[src/rtl/clk_switch_ctrl.sv]
// -----------------------------------------------------------------------------
// clk_switch_ctrl
//
// Sequencing controller for the glitch-free clock switch. It produces the
// switch's `sel` input, choosing clk0 (always-on reference) or clk1 (PLL
// output). Switch requests arrive over a valid/ready handshake. clk1 is only
// selected after the PLL lock indication has been high for LOCK_FILTER
// consecutive synchronized cycles. After every change of `sel` the value is
// held for SETTLE_CYCLES cycles so the switch's internal handshake can finish.
// If lock drops while clk1 is selected, the block falls back to clk0 on its
// own. The block runs on the always-on reference clock.
//
// Ports:
//   clk              always-on reference clock (same source as clk0)
//   rst_n            asynchronous active-low reset
//   req_valid        switch request valid
//   req_sel          requested source: 0 = clk0, 1 = clk1
//   req_ready        request can be accepted (IDLE only, low in reset)
//   pll_lock         PLL lock, asynchronous to clk
//   sel              registered select to the clock switch
//   busy             a request or fallback is in progress
//   done_pulse       one-cycle pulse when a request completes successfully
//   err_pulse        one-cycle pulse on lock timeout or aborted request
//   lock_lost_pulse  one-cycle pulse on automatic fallback to clk0
// -----------------------------------------------------------------------------
module clk_switch_ctrl #(
  parameter int unsigned LOCK_FILTER   = 8,
  parameter int unsigned LOCK_TIMEOUT  = 1024,
  parameter int unsigned SETTLE_CYCLES = 16,
  parameter int unsigned CNT_W         = 16
) (
  input  logic clk,
  input  logic rst_n,
  input  logic req_valid,
  input  logic req_sel,
  output logic req_ready,
  input  logic pll_lock,
  output logic sel,
  output logic busy,
  output logic done_pulse,
  output logic err_pulse,
  output logic lock_lost_pulse
);

  typedef enum logic [1:0] {
    IDLE      = 2'd0,
    WAIT_LOCK = 2'd1,
    SETTLE    = 2'd2
  } state_t;

  localparam logic [CNT_W-1:0] LOCK_LAST   = CNT_W'(LOCK_FILTER - 1);
  localparam logic [CNT_W-1:0] TMO_LAST    = CNT_W'(LOCK_TIMEOUT - 1);
  localparam logic [CNT_W-1:0] SETTLE_LAST = CNT_W'(SETTLE_CYCLES - 1);

  state_t           state;
  logic             lock_meta;
  logic             lock_s;
  logic             started;
  logic             fallback;
  logic [CNT_W-1:0] lock_cnt;
  logic [CNT_W-1:0] tmo_cnt;
  logic [CNT_W-1:0] settle_cnt;
  logic             fall_now;
  logic             accept;

  // Two-flop synchronizer bringing the PLL lock into the reference domain.
  always_ff @(posedge clk or negedge rst_n) begin
    if (!rst_n) begin
      lock_meta <= 1'b0;
      lock_s    <= 1'b0;
    end else begin
      lock_meta <= pll_lock;
      lock_s    <= lock_meta;
    end
  end

  // Keeps req_ready low while reset is asserted even though the state
  // register already reads IDLE; it rises on the first edge after release.
  always_ff @(posedge clk or negedge rst_n) begin
    if (!rst_n) begin
      started <= 1'b0;
    end else begin
      started <= 1'b1;
    end
  end

  // Loss of lock while clk1 is selected wins over everything else, including
  // a request presented in the same cycle.
  assign fall_now  = sel && !lock_s && (state != WAIT_LOCK);
  assign req_ready = started && (state == IDLE) && !fall_now;
  assign accept    = req_valid && req_ready;
  assign busy      = (state != IDLE);

  // Main sequencer. `fallback` marks a settle window that was started by lock
  // loss, so its completion returns to IDLE without a done_pulse.
  always_ff @(posedge clk or negedge rst_n) begin
    if (!rst_n) begin
      state           <= IDLE;
      sel             <= 1'b0;
      fallback        <= 1'b0;
      lock_cnt        <= '0;
      tmo_cnt         <= '0;
      settle_cnt      <= '0;
      done_pulse      <= 1'b0;
      err_pulse       <= 1'b0;
      lock_lost_pulse <= 1'b0;
    end else begin
      done_pulse      <= 1'b0;
      err_pulse       <= 1'b0;
      lock_lost_pulse <= 1'b0;
      if (fall_now) begin
        sel             <= 1'b0;
        lock_lost_pulse <= 1'b1;
        state           <= SETTLE;
        settle_cnt      <= '0;
        fallback        <= 1'b1;
        // A clk1 request still settling is abandoned and reported as an error.
        if (state == SETTLE) begin
          err_pulse <= 1'b1;
        end
      end else begin
        case (state)
          IDLE: begin
            if (accept) begin
              if (req_sel == sel) begin
                done_pulse <= 1'b1;
              end else if (!req_sel) begin
                sel        <= 1'b0;
                state      <= SETTLE;
                settle_cnt <= '0;
                fallback   <= 1'b0;
              end else begin
                state    <= WAIT_LOCK;
                lock_cnt <= '0;
                tmo_cnt  <= '0;
              end
            end
          end
          WAIT_LOCK: begin
            tmo_cnt  <= tmo_cnt + 1'b1;
            lock_cnt <= lock_s ? (lock_cnt + 1'b1) : '0;
            // Qualification is checked first so it beats a coincident timeout.
            if (lock_s && (lock_cnt == LOCK_LAST)) begin
              sel        <= 1'b1;
              state      <= SETTLE;
              settle_cnt <= '0;
              fallback   <= 1'b0;
            end else if (tmo_cnt == TMO_LAST) begin
              err_pulse <= 1'b1;
              state     <= IDLE;
            end
          end
          SETTLE: begin
            if (settle_cnt == SETTLE_LAST) begin
              state      <= IDLE;
              done_pulse <= !fallback;
              fallback   <= 1'b0;
            end else begin
              settle_cnt <= settle_cnt + 1'b1;
            end
          end
          default: begin
            state <= IDLE;
          end
        endcase
      end
    end
  end

endmodule

[config.mk]
export PLATFORM = sky130hd
export DESIGN_NAME = clk_switch_ctrl
export DESIGN_NICKNAME = d
export VERILOG_FILES = /design/src/rtl/clk_switch_ctrl.sv
export SDC_FILE = /design/constraint.sdc
export NUM_CORES = 1
export LEC_CHECK = 0
export ABC_AREA = 1
export BUFFER_PORTS_ARGS = -buffer_cell sky130_fd_sc_hd__buf_2
export CAP_MARGIN = 5
export CORE_MARGIN = 2
export CORE_UTILIZATION = 45
export DETAILED_ROUTE_END_ITERATION = 7
export MAX_ROUTING_LAYER = met4
export PLACE_DENSITY = 0.62
export SYNTH_ARGS = -nofsm -noshare
export SYNTH_HDL_FRONTEND = slang
export SYNTH_SLANG_ARGS = --single-unit
[constraint.sdc]
create_clock -name clk -period 1.8 [get_ports clk]
set_clock_uncertainty 0.1 [all_clocks]
set_input_delay 0.36 -clock clk [delete_from_list [all_inputs] [get_ports clk]]
set_output_delay 0.36 -clock clk [all_outputs]
set_load 0.05 [all_outputs]
Yosys cells after proc, flatten, opt, wreduce, memory -nomap -nowiden
Index checks and enable logic that the tools add are counted.
{"block": "word_totals", "regBits": 58, "input_bits": 5}
{"block": "op_classes", "add_sub_neg": 3, "n_eq_ne": 17, "muxes": 42, "bitwise": 1, "n_reduce_logical": 19}
{"operator": "16-bit two-way mux", "n": 10}
{"operator": "16-bit one-hot mux with 2 select lines", "n": 2}
{"operator": "16-bit by 1-bit adder with 16-bit output (second input constant)", "n": 3}
{"operator": "16-bit one-hot mux with 3 select lines", "n": 1}
{"operator": "1-bit two-way mux", "n": 18}
{"operator": "16-bit by 10-bit equality test with 1-bit output (second input constant)", "n": 1}
{"operator": "16-bit by 3-bit equality test with 1-bit output (second input constant)", "n": 1}
{"operator": "16-bit by 4-bit equality test with 1-bit output (second input constant)", "n": 1}
{"operator": "3-bit != test (second input constant)", "n": 5}
{"operator": "2-bit two-way mux", "n": 7}
{"operator": "6-bit AND reduction", "n": 2}
{"operator": "5-bit AND reduction", "n": 2}
{"operator": "1-bit logical AND", "n": 6}
{"operator": "2-bit != test (second input constant)", "n": 3}
{"operator": "2-bit one-hot mux with 3 select lines", "n": 1}
{"operator": "4-bit != test (second input constant)", "n": 1}
{"operator": "1-bit one-hot mux with 2 select lines", "n": 2}
{"operator": "4-bit AND reduction", "n": 1}
{"operator": "2-bit nonzero test", "n": 2}
{"operator": "4-bit nonzero test", "n": 1}
{"operator": "1-bit zero test", "n": 3}
{"operator": "3-bit by 2-bit != test with 1-bit output (second input constant)", "n": 1}
{"operator": "1-bit one-hot mux with 3 select lines", "n": 1}
{"operator": "3-bit nonzero test", "n": 1}
{"operator": "other kinds (6)", "n": 6}

Longest topological paths before layout
Gate-level depths: netlist of run 1.
{"block": "depth", "word_depth": 9, "depth_mapped": 13, "ltp_nobuf": 12}

Worst setup path before layout of run 1
OpenSTA, ideal clock, no wires.
{"block": "synth_timing", "path_type": "reg2reg", "startpoint": "reg state[1]", "endpoint": "reg lock_cnt[7]", "setup_ns": 0.077, "arrival_time_ns": 1.789, "path_slack_ns": -0.167, "path_stages_with_launch": 11, "period_less_slack_ns": 1.967, "path_cell_list": "dfrtp_1 -> inv_1 -> ha_1 -> inv_1 -> o21ai_2 -> nor2_2 -> nand2_2 -> inv_2 -> buf_2 -> nand2_1 -> a21oi_1"}
{"block": "synth_via", "elab_chain_cells": 7, "word_cells_on_any_way": 15}
{"item": "from (decl)", "line_no": "55", "rtl": "state_t state;"}
{"item": "from (signal assigned)", "line_no": "98", "rtl": "state <= IDLE;"}
{"item": "from (signal assigned)", "line_no": "114", "rtl": "state <= SETTLE;"}
{"item": "from (signal assigned)", "line_no": "129", "rtl": "state <= SETTLE;"}
{"item": "2-bit by 1-bit != test with 1-bit output", "line_no": "89", "rtl": "assign fall_now = sel && !lock_s && (state != WAIT_LOCK);"}
{"item": "1-bit logical AND", "line_no": "89"}
{"item": "1-bit zero test", "line_no": "90", "rtl": "assign req_ready = started && (state == IDLE) && !fall_now;"}
{"item": "1-bit logical AND", "line_no": "90"}
{"item": "1-bit logical AND", "line_no": "91", "rtl": "assign accept = req_valid && req_ready;"}
{"item": "2-bit != test (no line)"}
{"item": "5-bit AND reduction (no line)"}
{"item": "to (signal assigned)", "line_no": "141", "rtl": "lock_cnt <= lock_s ? (lock_cnt + 1'b1) : '0;"}
{"item": "to (decl)", "line_no": "60", "rtl": "logic [CNT_W-1:0] lock_cnt;"}
Parallel ways exist; a longest one is shown, timed or not.
A chain may end at the register's enable or synchronous reset.

Worst setup path in the final report of run 1
{"block": "layout_timing", "startpoint": "reg state[0]", "endpoint": "out req_ready"}
{"block": "layout_via", "elab_chain_cells": 4, "word_cells_on_any_way": 6}
{"item": "2-bit by 1-bit != test with 1-bit output", "line_no": "89"}
{"item": "1-bit logical AND", "line_no": "89"}
{"item": "1-bit zero test", "line_no": "90"}
{"item": "1-bit logical AND (*)", "line_no": "90"}
{"item": "to (decl)", "line_no": "36", "rtl": "output logic req_ready,"}
Every way passes the cells marked *; elsewhere a longest branch is shown, timed or not.

==> results.md, run 1 <==
- Status: complete, but fails checks
- Failing checks: negative setup slack
- Hold/Removal Path Class: in2reg
- Clock group share of total power: about 23%
- Worst path cell trace: inv_2 > ha_4 > buf_6 > nand2_4 > inv_2 > nand2_2 > clkinvlp_4 > buf_8
- Fin cells: approximately 740
- Gr usage total: 23.3%
- Grt ovf: 0
- Placed insts: 708
- Number of global-route vias before repair: 3444
- Commonest non-fill, non-tap cell in the layout: nand2_1
- Row Count: 33
- Die outline area: 9090 µm²
- Tot Pwr: 6.06 mW
- Max Fclk: 0.508 GHz
- Largest net degree at the start of global routing: a little under 60
- Layout cells sized above 1: 25.2%
- Switching portion of total power: 40.4%
- Initial antenna violation count: 0
- Drt drc: 0
- Die Y-Extent: ~95 µm
- Ys flop type: dfrtp_1
- First-pass GRT wire length: 16100 µm
- P_int: 3.61 mW
- Core region area: approximately 8000 µm²
- CP max FO: 4
- Post-DR wirelength/cell: 13.1 µm
- CTS sink count: just under 60
- Synth area leader: dfrtp_1
- Leakage: 2.27 nW
- Num CTS Buffers: 9
- First-pass DRT Iterations: 5
- Setup ws final: -0.169 ns
- Fill cells: 696
- Psw: between 2 and 2.5 mW
- Total wire length: 9670 µm
- Max Slew Vio Count: 0
- Setup WS pre-CTS: -0.0279 ns
- Final net count: approximately 640
- Initial core utilization: 46.1%
- Sequential-to-total area share from yosys stat: 38.7%
- Avg Inst Size Synth: 6.85 µm²
- Required @ worst endpoint: 1.34 ns
- Final hold violation count: 0
- Ys async rst share: 100%
- Synth top area share: 38.7%
- Area of the multi-input gates: 2250 µm²
- RePlAce Congestion: 0.891
- Routed vias: 3773
- Logic gate share of total power: 52.7%
- Diode count: 0
- Fin Hold WS: around 0.040 ns
- DRT antenna net count: 0
- Slowest cell on crit path: dfrtp_1
- RSZ-0062 raised after global routing: true
- FF/Latch Area: 1450 µm²
- Critical path class: reg2out
- Worst-Skew Late Latency: roughly 0.33 ns
- Post-Syn Instances: 548
- Dpl hpwl: 6850 µm
- Max VDD drop: approximately 1.0 mV
- Synth warn: 0
- Final setup fails: 47
- Vias per inst: between 5 and 6
- Max-Cap Viols: 0
- Final worst-path cycle share: 109%
- Power per standard cell area: around 1200 nW/µm²
- Max stage delay on crit path: 0.42 ns
- Yosys cell types: 37
- Commonest cells after routing, fill and taps aside: nand2_1, nor2_1, dfrtp_1, nand3_1, buf_4
- Post-synth EDFFs: 0
- Syn nets: between 500 and 600
- Initial DRC count: just under 200
- Clk buf depth: 2
- Sequential share of power: 24.7%
- Setup TNS: -2.26 ns
- Most used cell, CP: inv_2
- Die X-Extent: 95.3 µm
- Startpoint Class: flop
- I/O pin count: 11
- Port bufs: 10
- Post-Syn Area: 3750 µm²
- CTS tree: built
- Top cells by area, synth: dfrtp_1, nand2_1, nand3_1, nor2_1, inv_1
- Fin crit period: 1.97 ns
- Crit end category: output pin
- Critical Path AT: 1.51 ns
- Clk slew on worst S/H paths: 0.07 ns
- Root Buffer: clkbuf_8
- Synth-to-Final Area Change: 32.4%
- Yosys reg bits: 58
- H-tree levels: 3
## stage by stage
stage | utilization (%) | instance area, µm²
6_report | 61.1 | 4970
5_1_grt | 61.1 | 4970
4_1_cts | 58.4 | 4750
3_5_place_dp | 53.7 | 4370
3_3_place_gp | 53.7 | 4370
2_1_floorplan | - | 3840
## kinds of logic (layout without fill, tap and decap cells)
logic type,count (synthesis),in the layout,share of synthesized area (%)
xor+xnor,13,13,3.03
buf+inv,64,147,7.03
simple gates,359,360,41.9
flops,58,58,38.7
fa+ha+maj,6,6,2.00
compound gates,47,47,7.23
other cells,1,1,0.0999
## power groups by stage
stage	clock [mW]	sequential, mW	combinational (mW)
floorplan	0	1.57	1.52
global placement	0	1.51	2.27
detailed placement	0	1.52	2.31
CTS	1.40	1.49	2.72
global route	1.47	1.51	3.47
finish	1.37	1.50	3.20
## path summary, 6_finish.rpt
path | start | to | slack, ns | cells after the start
hold / removal | pll_lock | lock_meta | 0.04 | 1
hold reg to reg | lock_meta | lock_s | 0.25 | 0
setup reg to reg | state[0] | tmo_cnt[6] | -0.14 | 11
max in group asynchronous | rst_n | sel | 0.86 | 3
min in group asynchronous | rst_n | tmo_cnt[5] | 0.47 | 3
setup / recovery | state[0] | req_ready | -0.17 | 8
## layer usage
layer / track usage, % / share of wire (%) / up-vias
li1: - / - / 1927
met1: 32.3 / 48 / 1759
met2: 35.5 / 47 / 69
met3: 3.16 / 3.1 / 18
met4: 7.00 / 1.7 / 0
met5: - / 0 / -
## area by class of cell
class | count | share of cell area [%]
clock buffers | 10 | 2.77
clock inverters | 6 | 1.81
inverters | 52 | 4.33
multi-input cells | 427 | 45.3
flip-flops and latches | 58 | 29.2
well taps | 105 | 2.64
repair buffers | 79 | 13.9
## repair_timing
action                     4_1_cts  5_1_grt
resized for setup               27       35
pin swaps                        5       11
gates cloned                     1        2
hold endpoints to repair        58        0
setup buffers                    3        7
hold buffers                     1        0
setup endpoints to repair       18       54
## sequential cells by signal, indices dropped and copies added, names as in the netlist
name             cells
fallback             1
done_pulse           1
lock_lost_pulse      1
state                2
tmo_cnt             16
started              1
lock_cnt            16
lock_s               1
sel                  1
err_pulse            1
lock_meta            1
settle_cnt          16
## synthesized netlist by cell type, types with 6 or more instances
| master | instances |
|---|---|
| a21oi_1 | 11 |
| dfrtp_1 | 58 |
| ha_1 | 6 |
| inv_1 | 45 |
| inv_2 | 7 |
| nand2_1 | 172 |
| nand3_1 | 63 |
| nand4_1 | 18 |
| nor2_1 | 79 |
| nor3_1 | 7 |
| o21ai_0 | 22 |
| o21bai_1 | 6 |
| xor2_1 | 10 |
## critical path, delay by kind of cell (launching register included)
family | cells | cell delay, ns
DFF | 1 | 0.42
adders and majority gates | 1 | 0.18
and+or+nand+nor | 2 | 0.10
buffers and inverters | 5 | 0.47
No activity file was read; power rests on OpenSTA's default activity.
==> inputs of run 2 (changes only) <==
CTS_BUF_LIST = sky130_fd_sc_hd__clkbuf_16   (was unset)
==> results.md, run 2 (synthesized netlist as in run 1, its figures left out) <==
- Setup TNS: -4.77 ns
- Die Y-Extent: between 90 and 100 µm
- Hold Startpoint: pll_lock
- Clock group share of total power: 26.0%
- WHS Path Cells: 1
- Max VDD drop: 1.37 mV
- Required @ worst endpoint: 1.34 ns
- Status: complete, but fails checks
- Root Buffer: clkbuf_16
- Biggest registers after layout: lock_cnt: 16 flops, settle_cnt: 16 flops, tmo_cnt: 16 flops
- Max Fclk: approximately 0.50 GHz
- Initial core utilization: between 40 and 50%
- Largest net degree at the start of global routing: 59
- I/O pin count: 11
- CP max FO: 4
- RSZ-0062 raised after global routing: true
- Synth-to-Final Area Change: 41.8%
- Met2 Usage GRT: 37.2%
- H-tree levels: 3
- Final net count: 644
- Startpoint Class: flop
- Post-layout util: 65.4%
- Setup ws final: -0.194 ns
- Setup WS pre-CTS: -0.0279 ns
- RR Endpoint: tmo_cnt[6]
- Final setup fails: 50
- Met1 usage: 32.0%
- Power per standard cell area: 1330 nW/µm²
- Critical path class: reg2out
- First-pass GRT wire length: 16400 µm
- Vias per inst: 5.31
- Final hold violation count: 0
- Max Slew Vio Count: 0
- Post-DR wirelength/cell: ~14 µm
- Hold Path End: lock_meta
- Gr usage total: 23.9%
- Layout cells sized above 1: around a third
- Grt ovf: 0
- Critical Path AT: 1.53 ns
- Psw: 2.83 mW
- Row Count: 33
- Hold/Removal Path Class: in2reg
- Clk slew on worst S/H paths: 0.06 ns
- P_int: 4.25 mW
- Failing checks: negative setup slack
- Die X-Extent: 95.3 µm
- Final worst-path cycle share: 111%
- Leakage: 2.39 nW
- Reg2Reg Setup Slack: -0.15 ns
- Drt drc: 0
- Worst-Skew Late Latency: 0.33 ns
- Dpl hpwl: 6850 µm
- Initial antenna violation count: 0
- R2r startpoint: state[0]
- Sequential share of power: 21.3%
- Commonest cells after routing, fill and taps aside: nand2_1, nor2_1, dfrtp_1, buf_4, nand3_1
- DRT antenna net count: 0
- Routed vias: between 3000 and 4000
- Total wire length: ~11000 µm
- Port bufs: 10
- Fin crit period: 1.99 ns
- Die outline area: about 9100 µm²
- Crit end category: output pin
- Fin Hold WS: about 0.043 ns
- Number of global-route vias before repair: 3523
- Core region area: 8130 µm²
- First-pass DRT Iterations: 4
- CTS tree: built
- Commonest non-fill, non-tap cell in the layout: nand2_1
- Logic gate share of total power: 52.7%
- Initial DRC count: 218
- Clk buf depth: 2
- Worst R2R Path Depth: 10
- CTS sink count: 58
- Max-Cap Viols: 0
- Busiest grt layer: met2
- Switching portion of total power: 39.9%
- RePlAce Congestion: approximately 0.89
- Met3 Use GR: 4.35%
- Diode count: 0
- Num CTS Buffers: 9
## run 2: cell count changes in the layout (fill, tap and decap cells not counted), sizes merged
cell  delta
inv      +1
buf      +5
## run 2: layout make-up
type,instances,area (µm²)
clock buffer,9,225
clock inverter,7,93.8
fill,631,2810
inverter,52,223
multi-input combinational,427,2410
sequential,58,1450
tap,105,131
timing repair buffer,85,788
## run 2: what timing repair did
| item | in CTS | in global routing |
|---|---|---|
| endpoints found under the setup margin | 18 | 54 |
| gates resized for setup | 49 | 70 |
| pin swaps | 14 | 18 |
| hold endpoints to repair | 58 | 0 |
| hold buffers | 1 | 0 |
| buffers inserted | 7 | 11 |
| cloned | 1 | 2 |
## run 2: worst max-delay path by stage
| stage | startpoint | to | slack [ns] |
|---|---|---|---|
| 2_1_floorplan | state[0] | lock_cnt[7] | -0.05 |
| 3_3_place_gp | state[0] | settle_cnt[4] | 0.02 |
| 3_5_place_dp | state[0] | settle_cnt[4] | -0.03 |
| 4_1_cts | state[0] | req_ready | -0.16 |
| 5_1_grt | state[0] | busy | -0.23 |
| 6_report | state[0] | busy | -0.19 |
## run 2: layer usage
layer	up-vias	share of wire, %
met1	1889	46
li1	1941	-
met2	91	49
met4	0	1.6
met3	23	3.8
met5	-	0
## run 2: power by group through the flow
stage | Combinational, mW | Sequential (mW) | Clock, mW
after floorplan | 1.52 | 1.57 | 0
after global placement | 2.27 | 1.51 | 0
final | 3.73 | 1.51 | 1.84
after global routing | 3.99 | 1.52 | 1.93
after CTS | 2.90 | 1.50 | 1.85
after detailed placement | 2.31 | 1.52 | 0
## run 2: per-stage QoR
step	std cells	instance area (µm²)	total power, mW
global placement	708	4370	3.79
finish	743	5320	7.08
CTS	732	4950	6.24
floorplan	548	3840	3.09
detailed placement	708	4370	3.83
global route	743	5320	7.43
## run 2: critical path, cell delays in order (launching register included)
cell and delay [ns]:
dfrtp_1 0.43, inv_2 0.10, ha_4 0.17, buf_12 0.11
clkinvlp_4 0.11, buf_6 0.14, buf_8 0.14
==> inputs of run 3 (changes only) <==
ABC_AREA = unset   (was 1)
CORE_MARGIN = 1.5   (was 2)
PLACE_DENSITY = 0.6   (was 0.62)
clock period = 1.9 ns   (was 1.8 ns; I/O delays follow)
==> results.md, run 3 <==
- Synth Area in Compound Gates: 22.2%
- Max stage delay on crit path: roughly 0.40 ns
- Sequential share of power: between 20% and 30%
- Largest family of logic cells by synthesized area: simple AND/OR/NAND/NOR gates
- Core region area: 6870 µm²
- Worst-Skew Late Latency: 0.32 ns
- Switching portion of total power: 35.4%
- Initial core utilization: 46.8%
- Die Y-Extent: 87.6 µm
- Top cells by area, synth: dfrtp_1, o21ai_0, nand3_1, nand2_1, o31ai_1
- Count leader, synth: dfrtp_1
- Total wire length: 7950 µm
- CTS sink count: between 50 and 60
- Psw: 1.72 mW
- Max VDD drop: approximately 0.62 mV
- Post-Syn Instances: 354
- Diode count: 0
- First-pass DRT Iterations: 4
- Final net count: ~440
- Syn nets: 365
- Final worst-path cycle share: 114%
- Fin Hold WS: 0.0685 ns
- WHS Path Cells: 1
- Fin crit period: 2.17 ns
- DR WL met2: ~3800 µm
- CP max FO: 3
- Simple-gate portion of the synthesized area: 23.5%
- Slowest cell on crit path: dfrtp_1
- Gr usage total: 22.7%
- Worst path cell trace: ha_4 > or3b_4 > buf_6 > and3_4 > buf_8
- Crit end category: output pin
- Status: complete, but fails checks
- Ys async rst share: between 90% and 100%
- Die outline area: between 7000 and 8000 µm²
- Row Count: 30
- Fin cells: about 530
- Setup WS pre-CTS: -0.136 ns
- Grt ovf: 0
- Startpoint Class: flop
- Power per standard cell area: 1110 nW/µm²
- Biggest registers after layout: lock_cnt: 16 flops, settle_cnt: 16 flops, tmo_cnt: 16 flops
- Post-synth EDFFs: 0
- Top cells by instance count after synthesis: dfrtp_1, o21ai_0, nand2_1
- Max-Cap Viols: 0
- Yosys cell types: 53
- Port bufs: 10
- Ys flop type: dfrtp_1
- Final Instance Area: 4380 µm²
- I/O pin count: 11
- Routed vias: 3006
- Post-DR wirelength/cell: approximately 15 µm
- RSZ-0062 raised after global routing: true
- Hold/Removal Path Class: in2reg
- Clock group share of total power: 27.4%
- Sequential-to-total area share from yosys stat: a little under half
- Num CTS Buffers: 9
- Layout cells sized above 1: a little under a third
- Fill cells: 558
- Largest net degree at the start of global routing: 34
- Logic gate share of total power: 43.2%
- Max Slew Vio Count: 0
- Critical path class: reg2out
- Area share of fa/ha/maj cells after synthesis: 2.33%
- Setup ws final: -0.275 ns
- Commonest non-fill, non-tap cell in the layout: buf_4
- Worst R2R Path Depth: 8
- DRT antenna net count: 0
- Failing checks: negative setup slack
- Final setup fails: 22
- Synth top area share: 45.1%
- R2r startpoint: state[0]
- Initial antenna violation count: 0
- CTS tree: built
- Tot Pwr: roughly 4.8 mW
- Critical Path AT: approximately 1.7 ns
- Avg Inst Size Synth: 9.09 µm²
- Final hold violation count: 0
- Yosys reg bits: 58
- Dpl hpwl: 5460 µm
- Hold Path End: lock_meta
- Max layer used: met4
- Die X-Extent: 87.6 µm
- Initial DRC count: about 130
- DRT met1 WL: 3880 µm
- Synth-to-Final Area Change: 36.2%
- Multiplexer area fraction after synthesis: 1.87%
- Max Fclk: 0.460 GHz
- Post-Syn Area: 3220 µm²
- Clk buf depth: 2
- Area of the multi-input gates: 1830 µm²
- Reg2Reg Setup Slack: -0.20 ns
- Drt drc: 0
- Setup TNS: -2.05 ns
- P_int: 3.13 mW
- Synth warn: 0
- Number of global-route vias before repair: 2849
- Xor and xnor fraction of the mapped netlist area: 1.09%
- Leakage: 1.89 nW
- Placed insts: 510
- RePlAce Congestion: between 0.8 and 0.9
- Post-layout util: 63.8%
- Post-DP Area: about 3900 µm²
- Synth area leader: dfrtp_1
- Hold Startpoint: pll_lock
- FF/Latch Area: 1450 µm²
- Clk slew on worst S/H paths: 0.05 ns
- Vias per inst: 5.69
- First-pass GRT wire length: around 13000 µm
- Required @ worst endpoint: around 1.4 ns
- Commonest cells after routing, fill and taps aside: buf_4, dfrtp_1, o21ai_0, nand2_1, nand3_1
- RR Endpoint: state[1]
- Routed wl met3: 217 µm
- Root Buffer: clkbuf_16
- H-tree levels: 3
[run 3: layout make-up]
| class | count | area share, % |
|---|---|---|
| multi-input combinational | 271 | 41.7 |
| sequential | 58 | 33.1 |
| timing repair buffer | 83 | 16.2 |
| clock buffer | 9 | 5.14 |
| tap | 96 | 2.74 |
| inverter | 8 | 0.885 |
| clock inverter | 3 | 0.257 |
[run 3: power groups by stage]
stage,Combinational [mW],Clock [mW],Sequential (mW)
CTS,1.95,1.37,1.42
global placement,1.76,0,1.44
floorplan,1.09,0,1.50
global route,2.29,1.42,1.44
detailed placement,1.78,0,1.44
finish,2.09,1.33,1.42
[run 3: layer usage]
layer,global-route usage [%],vias up
met5,-,-
met4,9.38,0
met3,3.58,9
met2,33.6,48
met1,31.0,1461
li1,-,1488
[run 3: worst max-delay path, delay by kind of cell (launching register included)]
kind / cells / cell delay, ns
buf+inv: 2 / 0.27
fa+ha+maj: 1 / 0.17
flops: 1 / 0.40
simple gates: 2 / 0.53
[run 3: timing repair]
action,4_1_cts,5_1_grt
endpoints found under the hold margin,11,0
resized for setup,22,31
gates cloned,0,1
pin swaps,6,4
hold buffers,1,0
endpoints found under the setup margin,33,36
setup buffers,3,2
[run 3: cells by family after synthesis]
family                   after synthesis
adder cells (fa/ha/maj)                6
XOR/XNOR                               4
multiplexers                           6
buffers and inverters                 25
flip-flops                            58
AND/OR/NAND/NOR                      139
AO/OA/AOI/OAI                        115
other                                  1
[run 3: worst max path at each step]
stage                         from       endpoint  slack [ns]
final                     state[0]      req_ready       -0.27
after global routing      state[1]      req_ready       -0.32
after CTS                 state[1]      req_ready       -0.29
after detailed placement  state[0]  settle_cnt[4]       -0.14
after global placement    state[1]   lock_cnt[11]       -0.08
after floorplan           state[1]       state[0]       -0.16
